$ cat config.mk
export PLATFORM = sky130hd
export DESIGN_NAME = f_div_sqrt_unit
export DESIGN_NICKNAME = d
export VERILOG_FILES = /design/src/rtl/f_div_sqrt_unit.sv
export SDC_FILE = /design/constraint.sdc
export NUM_CORES = 1
export LEC_CHECK = 0
export ABC_AREA = 1
export CORE_ASPECT_RATIO = 1.75
export CORE_MARGIN = 2
export CORE_UTILIZATION = 40
export CTS_CLUSTER_SIZE = 16
export DETAILED_ROUTE_END_ITERATION = 16
export DONT_BUFFER_PORTS = 1
export PLACE_DENSITY = 0.59
export SYNTH_ARGS = -nofsm -noshare
export SYNTH_HDL_FRONTEND = slang
export SYNTH_SLANG_ARGS = --single-unit
$ cat constraint.sdc
create_clock -name CLK -period 4.9 [get_ports CLK]
set_clock_uncertainty 0.15 [all_clocks]
set_input_delay 1.47 -clock CLK [delete_from_list [all_inputs] [get_ports CLK]]
set_output_delay 1.47 -clock CLK [all_outputs]
set_load 0.05 [all_outputs]
$ cat src/rtl/f_div_sqrt_unit.sv
// Multi-cycle IEEE-754 single-precision divide / square-root unit.
// Radix-2 restoring datapath, round-to-nearest-even, denormals flushed to signed zero.
module f_div_sqrt_unit #(
  parameter int          ITER_BITS = 26,
  parameter logic [31:0] CANON_NAN = 32'h7FC00000
) (
  input  logic        CLK,
  input  logic        RESET,
  input  logic        START,
  input  logic        OP,
  input  logic [31:0] DATA1,
  input  logic [31:0] DATA2,
  output logic        BUSY,
  output logic        DONE,
  output logic [31:0] RESULT,
  output logic [4:0]  FFLAGS,
  output logic [2:0]  STATE_DBG
);

  // Handshake: START is taken only while BUSY=0; DONE pulses for one cycle with BUSY=1,
  // and RESULT/FFLAGS stay stable from DONE until the next accepted START.

  localparam int QW = ITER_BITS;
  localparam int RW = QW + 4;
  localparam int CW = $clog2(ITER_BITS);
  localparam logic [QW-1:0] LOW_MASK = {QW{1'b1}} >> 25;

  typedef enum logic [2:0] {
    S_IDLE   = 3'd0,
    S_UNPACK = 3'd1,
    S_ITER   = 3'd2,
    S_ROUND  = 3'd3,
    S_FINISH = 3'd4
  } state_t;

  state_t             state_q, state_d;
  logic               op_q, op_d;
  logic [31:0]        a_q, a_d, b_q, b_d;
  logic               sign_q, sign_d;
  logic signed [9:0]  exp_q, exp_d;
  logic [QW-1:0]      quo_q, quo_d;
  logic [RW-1:0]      rem_q, rem_d;
  logic [2*QW-1:0]    rad_q, rad_d;
  logic [23:0]        dvs_q, dvs_d;
  logic [CW-1:0]      cnt_q, cnt_d;
  logic [31:0]        result_q, result_d;
  logic [4:0]         fflags_q, fflags_d;

  // Operand classification
  logic        s1, s2;
  logic [7:0]  e1, e2;
  logic [22:0] f1, f2;
  logic        zero1, zero2, inf1, inf2, nan1, nan2, snan1, snan2;
  logic [23:0] m1, m2;
  logic signed [9:0] ue1;

  always_comb begin
    s1 = a_q[31]; e1 = a_q[30:23]; f1 = a_q[22:0];
    s2 = b_q[31]; e2 = b_q[30:23]; f2 = b_q[22:0];
    zero1 = (e1 == 8'd0);
    zero2 = (e2 == 8'd0);
    inf1  = (e1 == 8'hFF) && (f1 == 23'd0);
    inf2  = (e2 == 8'hFF) && (f2 == 23'd0);
    nan1  = (e1 == 8'hFF) && (f1 != 23'd0);
    nan2  = (e2 == 8'hFF) && (f2 != 23'd0);
    snan1 = nan1 && !f1[22];
    snan2 = nan2 && !f2[22];
    m1 = {1'b1, f1};
    m2 = {1'b1, f2};
    ue1 = signed'({2'b00, e1}) - 10'sd127;
  end

  // Special-case results
  logic        spec_hit;
  logic [31:0] spec_res;
  logic [4:0]  spec_flags;

  always_comb begin
    spec_hit   = 1'b1;
    spec_res   = 32'd0;
    spec_flags = 5'd0;
    if (!op_q) begin
      if (nan1 || nan2) begin
        spec_res   = CANON_NAN;
        spec_flags = {snan1 | snan2, 4'b0000};
      end else if ((zero1 && zero2) || (inf1 && inf2)) begin
        spec_res   = CANON_NAN;
        spec_flags = 5'b10000;
      end else if (inf1) begin
        spec_res = {s1 ^ s2, 8'hFF, 23'd0};
      end else if (zero2) begin
        spec_res   = {s1 ^ s2, 8'hFF, 23'd0};
        spec_flags = 5'b01000;
      end else if (zero1 || inf2) begin
        spec_res = {s1 ^ s2, 31'd0};
      end else begin
        spec_hit = 1'b0;
      end
    end else begin
      if (nan1) begin
        spec_res   = CANON_NAN;
        spec_flags = {snan1, 4'b0000};
      end else if (zero1) begin
        spec_res = {s1, 31'd0};
      end else if (s1) begin
        spec_res   = CANON_NAN;
        spec_flags = 5'b10000;
      end else if (inf1) begin
        spec_res = {1'b0, 8'hFF, 23'd0};
      end else begin
        spec_hit = 1'b0;
      end
    end
  end

  // Iteration step: one quotient bit (div) or one root bit (sqrt)
  logic [RW-1:0]   div_cmp, rem_sh, trial, step_rem;
  logic            step_bit;

  always_comb begin
    div_cmp  = {{(RW-24){1'b0}}, dvs_q};
    rem_sh   = {rem_q[RW-3:0], rad_q[2*QW-1 -: 2]};
    trial    = {2'b00, quo_q, 2'b01};
    step_bit = 1'b0;
    step_rem = rem_q;
    if (!op_q) begin
      step_bit = (rem_q >= div_cmp);
      step_rem = step_bit ? (rem_q - div_cmp) : rem_q;
      step_rem = {step_rem[RW-2:0], 1'b0};
    end else begin
      step_bit = (rem_sh >= trial);
      step_rem = step_bit ? (rem_sh - trial) : rem_sh;
    end
  end

  // Normalise and round
  logic [QW-1:0]     qn;
  logic signed [9:0] exp_n, exp_f;
  logic [23:0]       mant;
  logic [24:0]       mant_r;
  logic [22:0]       frac_f;
  logic              rbit, sticky, inc, nx;
  logic [31:0]       round_res;
  logic [4:0]        round_flags;

  always_comb begin
    qn     = quo_q[QW-1] ? quo_q : {quo_q[QW-2:0], 1'b0};
    exp_n  = quo_q[QW-1] ? exp_q : exp_q - 10'sd1;
    mant   = qn[QW-1 -: 24];
    rbit   = qn[QW-25];
    sticky = (|(qn & LOW_MASK)) | (|rem_q);
    inc    = rbit & (sticky | mant[0]);
    mant_r = {1'b0, mant} + {24'd0, inc};
    // A carry out of rounding leaves the mantissa at exactly 1.0
    exp_f  = mant_r[24] ? exp_n + 10'sd1 : exp_n;
    frac_f = mant_r[24] ? mant_r[23:1] : mant_r[22:0];
    nx     = rbit | sticky;
    if (exp_f >= 10'sd255) begin
      round_res   = {sign_q, 8'hFF, 23'd0};
      round_flags = 5'b00101;
    end else if (exp_f <= 10'sd0) begin
      round_res   = {sign_q, 31'd0};
      round_flags = 5'b00011;
    end else begin
      round_res   = {sign_q, exp_f[7:0], frac_f};
      round_flags = {4'b0000, nx};
    end
  end

  // Next-state logic
  always_comb begin
    state_d  = state_q;
    op_d     = op_q;
    a_d      = a_q;
    b_d      = b_q;
    sign_d   = sign_q;
    exp_d    = exp_q;
    quo_d    = quo_q;
    rem_d    = rem_q;
    rad_d    = rad_q;
    dvs_d    = dvs_q;
    cnt_d    = cnt_q;
    result_d = result_q;
    fflags_d = fflags_q;
    unique case (state_q)
      S_IDLE: begin
        if (START) begin
          op_d    = OP;
          a_d     = DATA1;
          b_d     = DATA2;
          state_d = S_UNPACK;
        end
      end
      S_UNPACK: begin
        cnt_d = '0;
        quo_d = '0;
        if (spec_hit) begin
          result_d = spec_res;
          fflags_d = spec_flags;
          state_d  = S_FINISH;
        end else begin
          state_d = S_ITER;
          if (!op_q) begin
            sign_d = s1 ^ s2;
            exp_d  = signed'({2'b00, e1}) - signed'({2'b00, e2}) + 10'sd127;
            rem_d  = {{(RW-24){1'b0}}, m1};
            dvs_d  = m2;
            rad_d  = '0;
          end else begin
            sign_d = 1'b0;
            exp_d  = (ue1 >>> 1) + 10'sd127;
            rem_d  = '0;
            // Odd exponent: radicand shifted one extra place so the exponent halves exactly
            rad_d  = ue1[0] ? ({{(2*QW-24){1'b0}}, m1} << (2*QW-24))
                            : ({{(2*QW-24){1'b0}}, m1} << (2*QW-25));
          end
        end
      end
      S_ITER: begin
        quo_d = {quo_q[QW-2:0], step_bit};
        rem_d = step_rem;
        rad_d = {rad_q[2*QW-3:0], 2'b00};
        cnt_d = cnt_q + 1'b1;
        if (cnt_q == CW'(ITER_BITS-1)) state_d = S_ROUND;
      end
      S_ROUND: begin
        result_d = round_res;
        fflags_d = round_flags;
        state_d  = S_FINISH;
      end
      S_FINISH: state_d = S_IDLE;
      default:  state_d = S_IDLE;
    endcase
  end

  always_ff @(posedge CLK) begin
    if (RESET) begin
      state_q  <= S_IDLE;
      op_q     <= 1'b0;
      a_q      <= '0;
      b_q      <= '0;
      sign_q   <= 1'b0;
      exp_q    <= '0;
      quo_q    <= '0;
      rem_q    <= '0;
      rad_q    <= '0;
      dvs_q    <= '0;
      cnt_q    <= '0;
      result_q <= '0;
      fflags_q <= '0;
    end else begin
      state_q  <= state_d;
      op_q     <= op_d;
      a_q      <= a_d;
      b_q      <= b_d;
      sign_q   <= sign_d;
      exp_q    <= exp_d;
      quo_q    <= quo_d;
      rem_q    <= rem_d;
      rad_q    <= rad_d;
      dvs_q    <= dvs_d;
      cnt_q    <= cnt_d;
      result_q <= result_d;
      fflags_q <= fflags_d;
    end
  end

  assign BUSY      = (state_q != S_IDLE);
  assign DONE      = (state_q == S_FINISH);
  assign RESULT    = result_q;
  assign FFLAGS    = fflags_q;
  assign STATE_DBG = state_q;

endmodule

==> impl_metrics.csv, run 1 <==
group,metric,value,unit
sta,setup_viol,0,
logic_synthesis,yosysSeqAreaShare,28.5,%
clock_network,postCtsHoldBufs,0,
detailed_routing,first_iter_violations,1010,
sta,period_share,82.1,%
worst_setup_path,start_kind,"flip-flop",
sta,worst_pin_slew,1.35,ns
logic_synthesis,synth_top_flop_cell,"dfxtp_1",
worst_setup_path,path_max_fanout,28,
clock_network,ctsHtreeMaxLevel,1,
clock_network,cts_tree,"done",
logic_synthesis,async_reset_ff_share,0,%
worst_setup_path,crit_path_start,"quo_q[25]",
sta,max_freq,249,MHz
floorplan,core_area,39200,um^2
sta,drv_slew,0,
logic_synthesis,synthSimpleGateAreaFrac,29.0,%
floorplan,ioPinCount,110,
grt,grt-ovfl-total,0,
logic_synthesis,synth_cell_types,58,
logic_synthesis,synthAdderAreaFrac,5.69,%
hold_path,hold_path_startpoint,"dvs_q[4]",
clock_network,post_cts_resized,0,
worst_setup_path,end_kind,"flip-flop",
clock_network,cts_root_buf,"clkbuf_16",
cells_and_area,area_delta_synth_final,6.99,%
cells_and_area,fin_nets,2527,
logic_synthesis,syn-cell-area,15900,um^2
detailed_routing,antenna_left,0,
grt,grt_first_pass_wirelength,79.9,mm
sta,finalHoldViolations,0,
placement,dp_hpwl,39.8,mm
detailed_routing,wl,50.7,mm
outcome,status,"finished, final reports clean",
hold_path,hp-class,"flip-flop to flip-flop",
grt,grt_pass1_vias,15300,
worst_setup_path,cp.arrival,4.36,ns
logic_synthesis,muxShareOfSynthArea,0,%
cells_and_area,diodes,0,
cells_and_area,fin_util,43.4,%
job,cap_violations,0,
logic_synthesis,syn-num-nets,2591,
grt,antenna_found_initial,0,
placement,io_buffers,0,
clock_network,cts_made_buffers,24,
logic_synthesis,yosys_warnings,0,
floorplan,initial_core_util,40.5,%
logic_synthesis,syn_area_per_cell,6.47,um^2
hold_path,min_to,"dvs_q[4]",
placement,gp_congestion,1.00,
clock_network,cts.sinks,226,
grt,grt_max_degree,99,
logic_synthesis,synth_compound_area_share,22.7,%
floorplan,dieArea,41300,um^2
detailed_routing,drcViolationCount,0,
clock_network,clk_latency,0.56,ns
clock_network,cts_setup_buffers,0,
detailed_routing,post_drt_via_cell_ratio,5.42,
floorplan,fp.dieH,267,um
sta,timing.setup.tns,0,ns
logic_synthesis,ys_ff_latch,226,
detailed_routing,dr_total_vias,15700,
worst_setup_path,crit_type,"flip-flop to flip-flop",
clock_network,clkSlewWorstSetupHoldPaths,0.07,ns
worst_setup_path,reg2regPathDepth,19,
hold_path,min_path_cells,2,
cells_and_area,drive_gt1_share,7.27,%
worst_setup_path,reg2reg_slack,0.88,ns
logic_synthesis,postSynthCellCount,2452,
logic_synthesis,synth-xor-area-share,3.97,%
sta,rsz0062_at_grt,"no",
sta,layout_min_cycle_time,4.02,ns
logic_synthesis,synth_top_family_by_area,"simple AND/OR/NAND/NOR gates",
grt,track_usage,24.1,%
detailed_routing,first_pass_iters,5,
detailed_routing,post_drt_wl_per_cell,17.5,um
floorplan,die_w,155,um
worst_setup_path,r2r-start,"quo_q[25]",
clock_network,cts_max_path_buffers,3,
logic_synthesis,synth-edff-count,0,
sta,relSlewSlack,9.58,%
worst_setup_path,reg2reg_to,"RESULT[12]",
floorplan,placementRows,96,
worst_setup_path,cp.required,5.24,ns
## sequential cells by signal (all words and copies together), names as in the netlist, 3 cells and up
register / count
b_q: 32
cnt_q: 5
rem_q: 30
FFLAGS: 5
a_q: 32
STATE_DBG: 3
dvs_q: 24
rad_q: 25
RESULT: 32
exp_q: 10
quo_q: 26
## routing by layer
metal	GRT usage [%]	wire [um]	up-vias
met3	2.30	1760	127
met1	25.1	19000	7216
met2	46.1	26600	362
met5	0	0	-
met4	14.7	3310	0
li1	-	-	7998
## how the worst max path moves through the flow
stage	slack, ns	end	cells after the start
after global routing	0.47	RESULT[0]	19
after global placement	0.95	RESULT[1]	19
after detailed placement	0.88	RESULT[18]	19
after floorplan	1.83	RESULT[11]	22
final	0.88	RESULT[12]	19
after CTS	0.86	RESULT[18]	19
## critical path: stages, from the launching register on
cell	delay, ns
dfxtp_1	1.03
nand2_1	0.10
o21ai_1	0.18
nand2_1	0.12
inv_1	0.10
ha_1	0.19
nand2_1	0.10
nor2_4	0.16
nand4_2	0.20
nor2_4	0.26
nand3_2	0.10
clkinv_1	0.07
nand2_1	0.04
nand2_1	0.05
nand2_1	0.09
inv_2	0.22
nand2_4	0.10
nor2_8	0.39
nand3_2	0.13
a21oi_2	0.14
## kinds of logic after synthesis
kind of cell | Yosys count
AOI/OAI and AO/OA | 652
xor gates and xnor gates | 72
adders and majority gates | 71
buffers and inverters | 397
DFF | 226
and+or+nand+nor | 1034
## synth_stat cells (10+ instances only)
library cell	count	share of area (%)
a21oi_1	242	7.6
a21oi_2	20	1.1
a31oi_1	30	1.2
buf_2	10	0.32
buf_6	11	0.78
clkbuf_1	81	1.9
dfxtp_1	226	29
ha_1	69	5.4
inv_1	274	6.5
inv_2	11	0.26
nand2_1	550	13
nand2_2	22	0.87
nand3_1	102	3.2
nand3_2	27	1.7
nand4_1	41	1.6
nor2_1	220	5.2
nor2_2	11	0.43
nor3_1	18	0.57
o211ai_1	44	2.1
o21ai_0	262	8.3
o21ai_1	11	0.35
xnor2_1	32	1.8
xor2_1	40	2.2
## metrics by stage
step | hold slack, ns | worst slack [ns] | instances | area, um^2
2_1_floorplan | 0.280 | 1.83 | 2452 | 15900
5_1_grt | 0.326 | 0.467 | 2896 | 17000
4_1_cts | 0.314 | 0.857 | 2896 | 17000
3_3_place_gp | 0.299 | 0.953 | 2852 | 16100
6_report | 0.309 | 0.877 | 2896 | 17000
3_5_place_dp | 0.304 | 0.878 | 2852 | 16100
## final cells by class
| cell class | count | area [um^2] |
|---|---|---|
| Clock buffer | 34 | 678 |
| Clock inverter | 10 | 164 |
| Fill cell | 4185 | 22200 |
| Inverter | 290 | 1100 |
| Multi-Input combinational cell | 1829 | 9760 |
| Sequential cell | 226 | 4520 |
| Tap cell | 490 | 613 |
| Timing Repair Buffer | 17 | 140 |
## layout by cell type (no fill, tap or decap), types with 10 or more instances in the layout
| master | count |
|---|---|
| buf_4 | 16 |
| nand4_1 | 41 |
| clkbuf_16 | 24 |
| o21ai_0 | 262 |
| nor2_2 | 11 |
| nor3_1 | 18 |
| a21oi_2 | 20 |
| a21oi_1 | 242 |
| nand3_1 | 101 |
| nor2_4 | 10 |
| nand3_2 | 27 |
| nand2_1 | 550 |
| inv_1 | 274 |
| inv_2 | 11 |
| o21ai_1 | 11 |
| o211ai_1 | 44 |
| dfxtp_1 | 226 |
| xor2_1 | 40 |
| a31oi_1 | 30 |
| ha_1 | 69 |
| nor2_1 | 219 |
| nand2_2 | 22 |
| xnor2_1 | 32 |
Power of run 1 is left out: the tool's default activity adds up to more than one toggle a clock period on the data nets, which glitch-free logic cannot reach.
==> inputs of run 2 (changes only) <==
clock period = 3.8 ns   (was 4.9 ns; I/O delays follow)
==> impl_metrics.csv, run 2 (synthesis gave the netlist of run 1 again) <==
group,metric,value,unit
cells_and_area,layout.cells.most_common_list,"nand2_1 (550), inv_1 (274), o21ai_0 (261), a21oi_1 (242), dfxtp_1 (226)",
placement,dp_hpwl,40.9,mm
worst_setup_path,path_max_fanout,11,
worst_setup_path,cp.required,4.09,ns
clock_network,ctsHtreeMaxLevel,1,
detailed_routing,antenna_left,0,
detailed_routing,dr_total_vias,15900,
detailed_routing,wl,51.9,mm
clock_network,cts_max_path_buffers,3,
detailed_routing,drcViolationCount,0,
worst_setup_path,slowest_delay,0.42,ns
floorplan,ioPinCount,110,
sta,drv_slew,0,
floorplan,core_area,39200,um^2
grt,grt_pass1_vias,15300,
grt,track_usage,24.7,%
placement,io_buffers,0,
floorplan,dieArea,41300,um^2
worst_setup_path,reg2reg_to,"rem_q[17]",
sta,period_share,94.0,%
cells_and_area,fin_nets,2552,
detailed_routing,first_iter_violations,1332,
job,cap_violations,0,
worst_setup_path,reg2reg_slack,0.23,ns
clock_network,cts_made_buffers,23,
sta,rsz0062_at_grt,"no",
hold_path,hp-class,"flip-flop to flip-flop",
sta,holdWs,0.308,ns
grt,grt_max_degree,74,
hold_path,hold_path_startpoint,"dvs_q[19]",
clock_network,cts_root_buf,"clkbuf_16",
hold_path,min_to,"dvs_q[19]",
grt,antenna_found_initial,2,
clock_network,cts.sinks,226,
cells_and_area,layoutNonFillerInstCount,2920,
grt,grt_first_pass_wirelength,81.6,mm
floorplan,die_w,155,um
sta,timing.setup.tns,0,ns
cells_and_area,area_delta_synth_final,8.67,%
sta,setup_viol,0,
clock_network,clkSlewWorstSetupHoldPaths,0.07,ns
floorplan,fp.dieH,267,um
detailed_routing,first_pass_iters,6,
worst_setup_path,end_kind,"flip-flop",
placement,pre_cts_ws,0.0334,ns
worst_setup_path,start_kind,"flip-flop",
worst_setup_path,reg2regPathDepth,16,
sta,max_freq,280,MHz
sta,finalHoldViolations,0,
detailed_routing,post_drt_via_cell_ratio,5.44,
sta,relSlewSlack,38.0,%
placement,dp.cells,2876,
clock_network,clk_latency,0.56,ns
sta,worst_pin_slew,0.928,ns
sta,layout_min_cycle_time,3.57,ns
sta,setup_slack,0.230,ns
placement,gp_congestion,1.04,
hold_path,min_path_cells,2,
cells_and_area,fillCellCount,4168,
outcome,status,"finished, final reports clean",
floorplan,initial_core_util,40.5,%
worst_setup_path,r2r-start,"rem_q[0]",
worst_setup_path,crit_type,"flip-flop to flip-flop",
worst_setup_path,cp.arrival,3.86,ns
floorplan,placementRows,96,
worst_setup_path,cp_cell_sequence,"inv_1, ha_1, fa_1, o21ai_0, buf_4, nand2_1, nand2_1, nand3_1, nand3_1, nand2_1, nand2_2, clkinv_1, o21ai_0, o21ai_0, nor2_1, nor2_1",
cells_and_area,drive_gt1_share,8.28,%
clock_network,postCtsHoldBufs,0,
cells_and_area,layout_commonest_cell,"nand2_1",
grt,grt-ovfl-total,0,
clock_network,cts_tree,"done",
worst_setup_path,cp_slowest_cell,"dfxtp_1",
detailed_routing,post_drt_wl_per_cell,17.8,um
run 2: worst max path at each step:
stage	startpoint	end	slack [ns]
floorplan	quo_q[25]	RESULT[11]	0.73
global placement	quo_q[25]	RESULT[2]	0.10
detailed placement	quo_q[25]	RESULT[2]	0.03
CTS	quo_q[25]	RESULT[2]	0.02
global route	quo_q[25]	RESULT[14]	0.02
finish	rem_q[0]	rem_q[17]	0.23
run 2: repair_timing:
item | 4_1_cts | 5_1_grt
setup buffers | 0 | 1
setup endpoints to repair | 0 | 26
hold endpoints to repair | 0 | 0
gates resized for setup | 0 | 5
run 2: metrics by stage:
| stage | utilization (%) | instance area (um^2) |
|---|---|---|
| 6_report | 44.0 | 17200 |
| 5_1_grt | 44.0 | 17200 |
| 4_1_cts | 43.9 | 17200 |
| 3_5_place_dp | 41.8 | 16400 |
| 3_3_place_gp | 41.8 | 16400 |
| 2_1_floorplan | - | 15900 |
run 2: critical path, delay by kind of cell (launching register included):
family,cells,cell delay (ns)
simple gates,8,1.03
buf+inv,3,0.65
compound gates,3,0.54
flops,1,0.42
fa+ha+maj,2,0.66
run 2: layout make-up:
type / instances / area [um^2] / share of cell area [%]
repair buffers: 42 / 382 / 2.21
well taps: 490 / 613 / 3.56
clock buffers: 28 / 614 / 3.56
inverters: 290 / 1100 / 6.36
diodes: 2 / 5.00 / 0.0290
multi-input cells: 1830 / 9780 / 56.7
clock inverters: 12 / 225 / 1.31
flip-flops and latches: 226 / 4520 / 26.2
run 2: layer usage:
layer | GRT usage, % | routed length (um) | up-vias
met4 | 14.7 | 3570 | 0
li1 | - | - | 8049
met5 | 0 | 0 | -
met1 | 26.2 | 19200 | 7287
met3 | 2.73 | 2120 | 141
met2 | 46.5 | 26900 | 417
Power of run 2 is left out for the same reason.
==> inputs of run 3 (changes only) <==
clock period = 3.6 ns   (was 3.8 ns; I/O delays follow)
==> impl_metrics.csv, run 3 (synthesis gave the netlist of run 1 again) <==
group,metric,value,unit
cells_and_area,drive_gt1_share,8.58,%
worst_setup_path,cp_slowest_cell,"nor3_1",
sta,worst_pin_slew,1.22,ns
floorplan,initial_core_util,40.5,%
floorplan,fp.dieH,267,um
detailed_routing,post_drt_via_cell_ratio,5.36,
worst_setup_path,cp.arrival,3.66,ns
sta,max_freq,298,MHz
worst_setup_path,start_kind,"flip-flop",
worst_setup_path,cp_cell_sequence,"ha_1, nand4_1, nor3_1, nand2_1, o31ai_2, nor2_1, nand2_2, clkinvlp_4, o21ai_0, o21ai_0, nor2_1, nor2_1",
detailed_routing,post_drt_wl_per_cell,17.4,um
clock_network,postCtsHoldBufs,0,
cells_and_area,fin_util,44.1,%
cells_and_area,layout.cells.most_common_list,"nand2_1 (550), inv_1 (274), o21ai_0 (262), a21oi_1 (242), dfxtp_1 (226)",
hold_path,hp-class,"flip-flop to flip-flop",
grt,grt_first_pass_wirelength,79.6,mm
floorplan,placementRows,96,
sta,setup_slack,0.243,ns
cells_and_area,fin_nets,2556,
worst_setup_path,path_max_fanout,9,
grt,track_usage,24.1,%
floorplan,die_w,155,um
worst_setup_path,slowest_delay,0.50,ns
sta,period_share,93.3,%
clock_network,clk_latency,0.56,ns
sta,finalHoldViolations,0,
grt,grt_pass1_vias,15300,
worst_setup_path,cp_num_cells,12,
placement,gp_congestion,0.935,
grt,antenna_found_initial,1,
detailed_routing,wl,50.9,mm
floorplan,core_area,39200,um^2
hold_path,min_path_cells,2,
worst_setup_path,crit_path_frequent_cell,"nor2_1",
sta,layout_min_cycle_time,3.36,ns
job,cap_violations,0,
detailed_routing,antenna_left,0,
grt,grt-ovfl-total,0,
worst_setup_path,reg2regPathDepth,12,
clock_network,cts_max_path_buffers,3,
clock_network,ctsHtreeMaxLevel,1,
detailed_routing,drcViolationCount,0,
cells_and_area,layout_commonest_cell,"nand2_1",
cells_and_area,regArea,4520,um^2
sta,timing.setup.tns,0,ns
clock_network,cts_root_buf,"clkbuf_16",
sta,setup_viol,0,
worst_setup_path,cp.required,3.90,ns
worst_setup_path,path_buf_inv,1,
cells_and_area,multi_input_area,9760,um^2
detailed_routing,first_pass_iters,5,
grt,grt_max_degree,74,
clock_network,cts_made_buffers,25,
detailed_routing,dr_total_vias,15700,
clock_network,cts.sinks,226,
floorplan,ioPinCount,110,
floorplan,dieArea,41300,um^2
sta,drv_slew,0,
placement,dp_hpwl,40.6,mm
sta,rsz0062_at_grt,"no",
cells_and_area,area_delta_synth_final,8.96,%
clock_network,clkSlewWorstSetupHoldPaths,0.06,ns
worst_setup_path,crit_type,"flip-flop to flip-flop",
cells_and_area,fillCellCount,4227,
placement,io_buffers,0,
outcome,status,"finished, final reports clean",
worst_setup_path,cp_top_family,"simple AND/OR/NAND/NOR gates",
sta,relSlewSlack,18.3,%
detailed_routing,first_iter_violations,933,
clock_network,cts_tree,"done",
placement,pre_cts_ws,0.102,ns
worst_setup_path,end_kind,"flip-flop",
run 3: layout make-up:
| cell class | instances | area share (%) |
|---|---|---|
| sequential | 226 | 26.2 |
| clock inverter | 14 | 1.17 |
| inverter | 290 | 6.36 |
| tap | 490 | 3.55 |
| clock buffer | 32 | 3.94 |
| timing repair buffer | 45 | 2.32 |
| multi-input combinational | 1829 | 56.5 |
| antenna | 1 | 0.0145 |
run 3: worst reg2reg max path, delay by kind of cell (launching register included):
kind,cells,cell delay [ns]
and+or+nand+nor,7,1.29
adders and majority gates,1,0.44
buffers and inverters,1,0.24
DFF,1,0.38
AOI/OAI and AO/OA,3,0.75
run 3: repair_timing:
item                                    CTS  global route
gates resized for setup                   0             2
hold endpoints to repair                  0             0
endpoints found under the setup margin    0             6
buffers inserted                          0             0
run 3: metrics by stage:
step                      hold slack [ns]  cells  instance area (um^2)
after floorplan                     0.280   2452                 15900
after global placement              0.291   2880                 16400
after detailed placement            0.302   2880                 16400
after CTS                           0.311   2926                 17300
after global routing                0.337   2927                 17300
final                               0.311   2927                 17300
run 3: metal layers:
metal	part of all wire, %	up-vias	wire length (um)	track usage (%)
met1	38	7153	19200	24.9
met4	7.3	0	3730	16.3
li1	-	8062	-	-
met3	3.0	130	1540	2.17
met2	52	331	26400	45.8
met5	0	-	0	0
run 3: final timing paths:
check | start | endpoint | slack [ns]
worst min register to register | dvs_q[23] | dvs_q[23] | 0.31
worst max register to register | rem_q[16] | rem_q[17] | 0.24
worst max-delay path | rem_q[16] | rem_q[17] | 0.24
worst min-delay path | dvs_q[23] | dvs_q[23] | 0.31
Power of run 3 is left out for the same reason.
==> edit: new RTL, settings of run 3 <==
`a_q`, `b_q` and `result_q` no longer have a reset.
--- a/src/rtl/f_div_sqrt_unit.sv
+++ b/src/rtl/f_div_sqrt_unit.sv
@@ -237,8 +237,6 @@
     if (RESET) begin
       state_q  <= S_IDLE;
       op_q     <= 1'b0;
-      a_q      <= '0;
-      b_q      <= '0;
       sign_q   <= 1'b0;
       exp_q    <= '0;
       quo_q    <= '0;
@@ -246,13 +244,10 @@
       rad_q    <= '0;
       dvs_q    <= '0;
       cnt_q    <= '0;
-      result_q <= '0;
       fflags_q <= '0;
     end else begin
       state_q  <= state_d;
       op_q     <= op_d;
-      a_q      <= a_d;
-      b_q      <= b_d;
       sign_q   <= sign_d;
       exp_q    <= exp_d;
       quo_q    <= quo_d;
@@ -260,9 +255,14 @@
       rad_q    <= rad_d;
       dvs_q    <= dvs_d;
       cnt_q    <= cnt_d;
-      result_q <= result_d;
       fflags_q <= fflags_d;
     end
+  end
+
+  always_ff @(posedge CLK) begin
+    a_q      <= a_d;
+    b_q      <= b_d;
+    result_q <= result_d;
   end
 
   assign BUSY      = (state_q != S_IDLE);
Function: differs if RESET is asserted again (counterexample within 4 cycles, from zero or initial values and one cycle with RESET high); with RESET held inactive, the same outputs for 4 cycles.
==> edit against run 3 <==
  * Critical path depth is 6 higher
  * Synthesized cell count fell by 8.3%
  * Sequential cell count stayed put
  * Cell area shrank 0.85%
  * Worst setup slack better by 0.098 ns
  * Routed wire length fell by 5.9%
  * Synthesized area shrank 1.3%
  * Largest cell class unchanged
  * Highest routed layer unchanged
==> edit: results (changes against run 3) <==
- Status: complete, no violations
- CTS Buf Count: 24 (-4.0%)
- Final net count: 2382 (-6.8%)
- Dpl ws: 0.236 ns (+0.134 ns)
- Met1 WL: 18100 um (-5.9%)
- Hold Crit Start: rad_q[27]
- GPL Wtd Cong: 0.936 (+0.18%)
- Total GRT Usage: 22.9% (-1.2 points)
- Area contributors post-synth: edfxtp_1 (18%), dfxtp_1 (17%), nand2_1 (15%), a21oi_1 (6.1%), inv_1 (6.0%)
- Number of clock buffers in the layout: 26 (-19%)
- Filler cells: 4071 (-3.7%)
- EDFF count, synth: 96 (+96)
- Relative slew margins: 57.0% (+39 points)
- Cell variety after synth: 60 (+3.4%)
- Initial antenna violation count: 0 (-1)
- Multi-input logic portion of the cell area: 51.4% (-5.1 points)
- Final WL: 47900 um (-5.9%)
- Post-synth top cells: nand2_1 (606), inv_1 (252), nor2_1 (238)
- Met2 usage: 44.2% (-1.6 points)
- Footprint of the multi-input gates: 8800 um2 (-9.9%)
- Comb_multi_in: 1686 (-7.8%)
- M3 GR Usage: 1.94% (-0.23 points)
- Num sequential: 226 (unchanged)
- Metal3 WL: 1730 um (+12%)
- Layout cells sized above 1: 7.08% (-1.5 points)
- Antenna diodes: 0 (-1)
- Cell Area, Synth: 15700 um2 (-1.3%)
- CP startpoint: a_q[24]
- NonClk Buf Share: 2.43% (+0.11 points)
- Synth Area in XOR/XNOR: 3.80% (-0.18 points)
- 1st-iter DRT viols: 1051 (+13%)
- Area share of fa/ha/maj cells after synthesis: 5.77% (+0.076 points)
- Post-synthesis sequential area ratio: 35.0% (+6.5 points)
edit: final timing paths:
| kind | slack [ns] | cells after the start | end |
|---|---|---|---|
| worst max-delay path | 0.34 | 18 | rad_q[45] |
| worst min-delay path | 0.31 | 2 | rad_q[27] |
| worst max register to register | 0.34 | 18 | rad_q[45] |
| worst min register to register | 0.31 | 2 | rad_q[27] |
edit: worst max-delay path, cell delays in order, from the launching register on:
cell and delay [ns]:
edfxtp_1 0.46, ha_1 0.23, nand2_1 0.06, nor2_1 0.16, nand3_1 0.12, nor2_1 0.21, nand2_1 0.13, nor2_1 0.26
inv_1 0.07, nand2_1 0.07, nor3_1 0.06, nand2_1 0.11, nand3_1 0.19, nand2_1 0.18, inv_1 0.05, buf_4 0.25
buf_4 0.23, nand2_1 0.07, a21oi_1 0.06
edit: cell families (layout without fill, tap and decap cells):
family	count (synthesis)	in the layout
compound gates	482	482
xor+xnor	67	67
fa+ha+maj	71	71
buf+inv	337	349
flops	226	226
simple gates	1066	1066
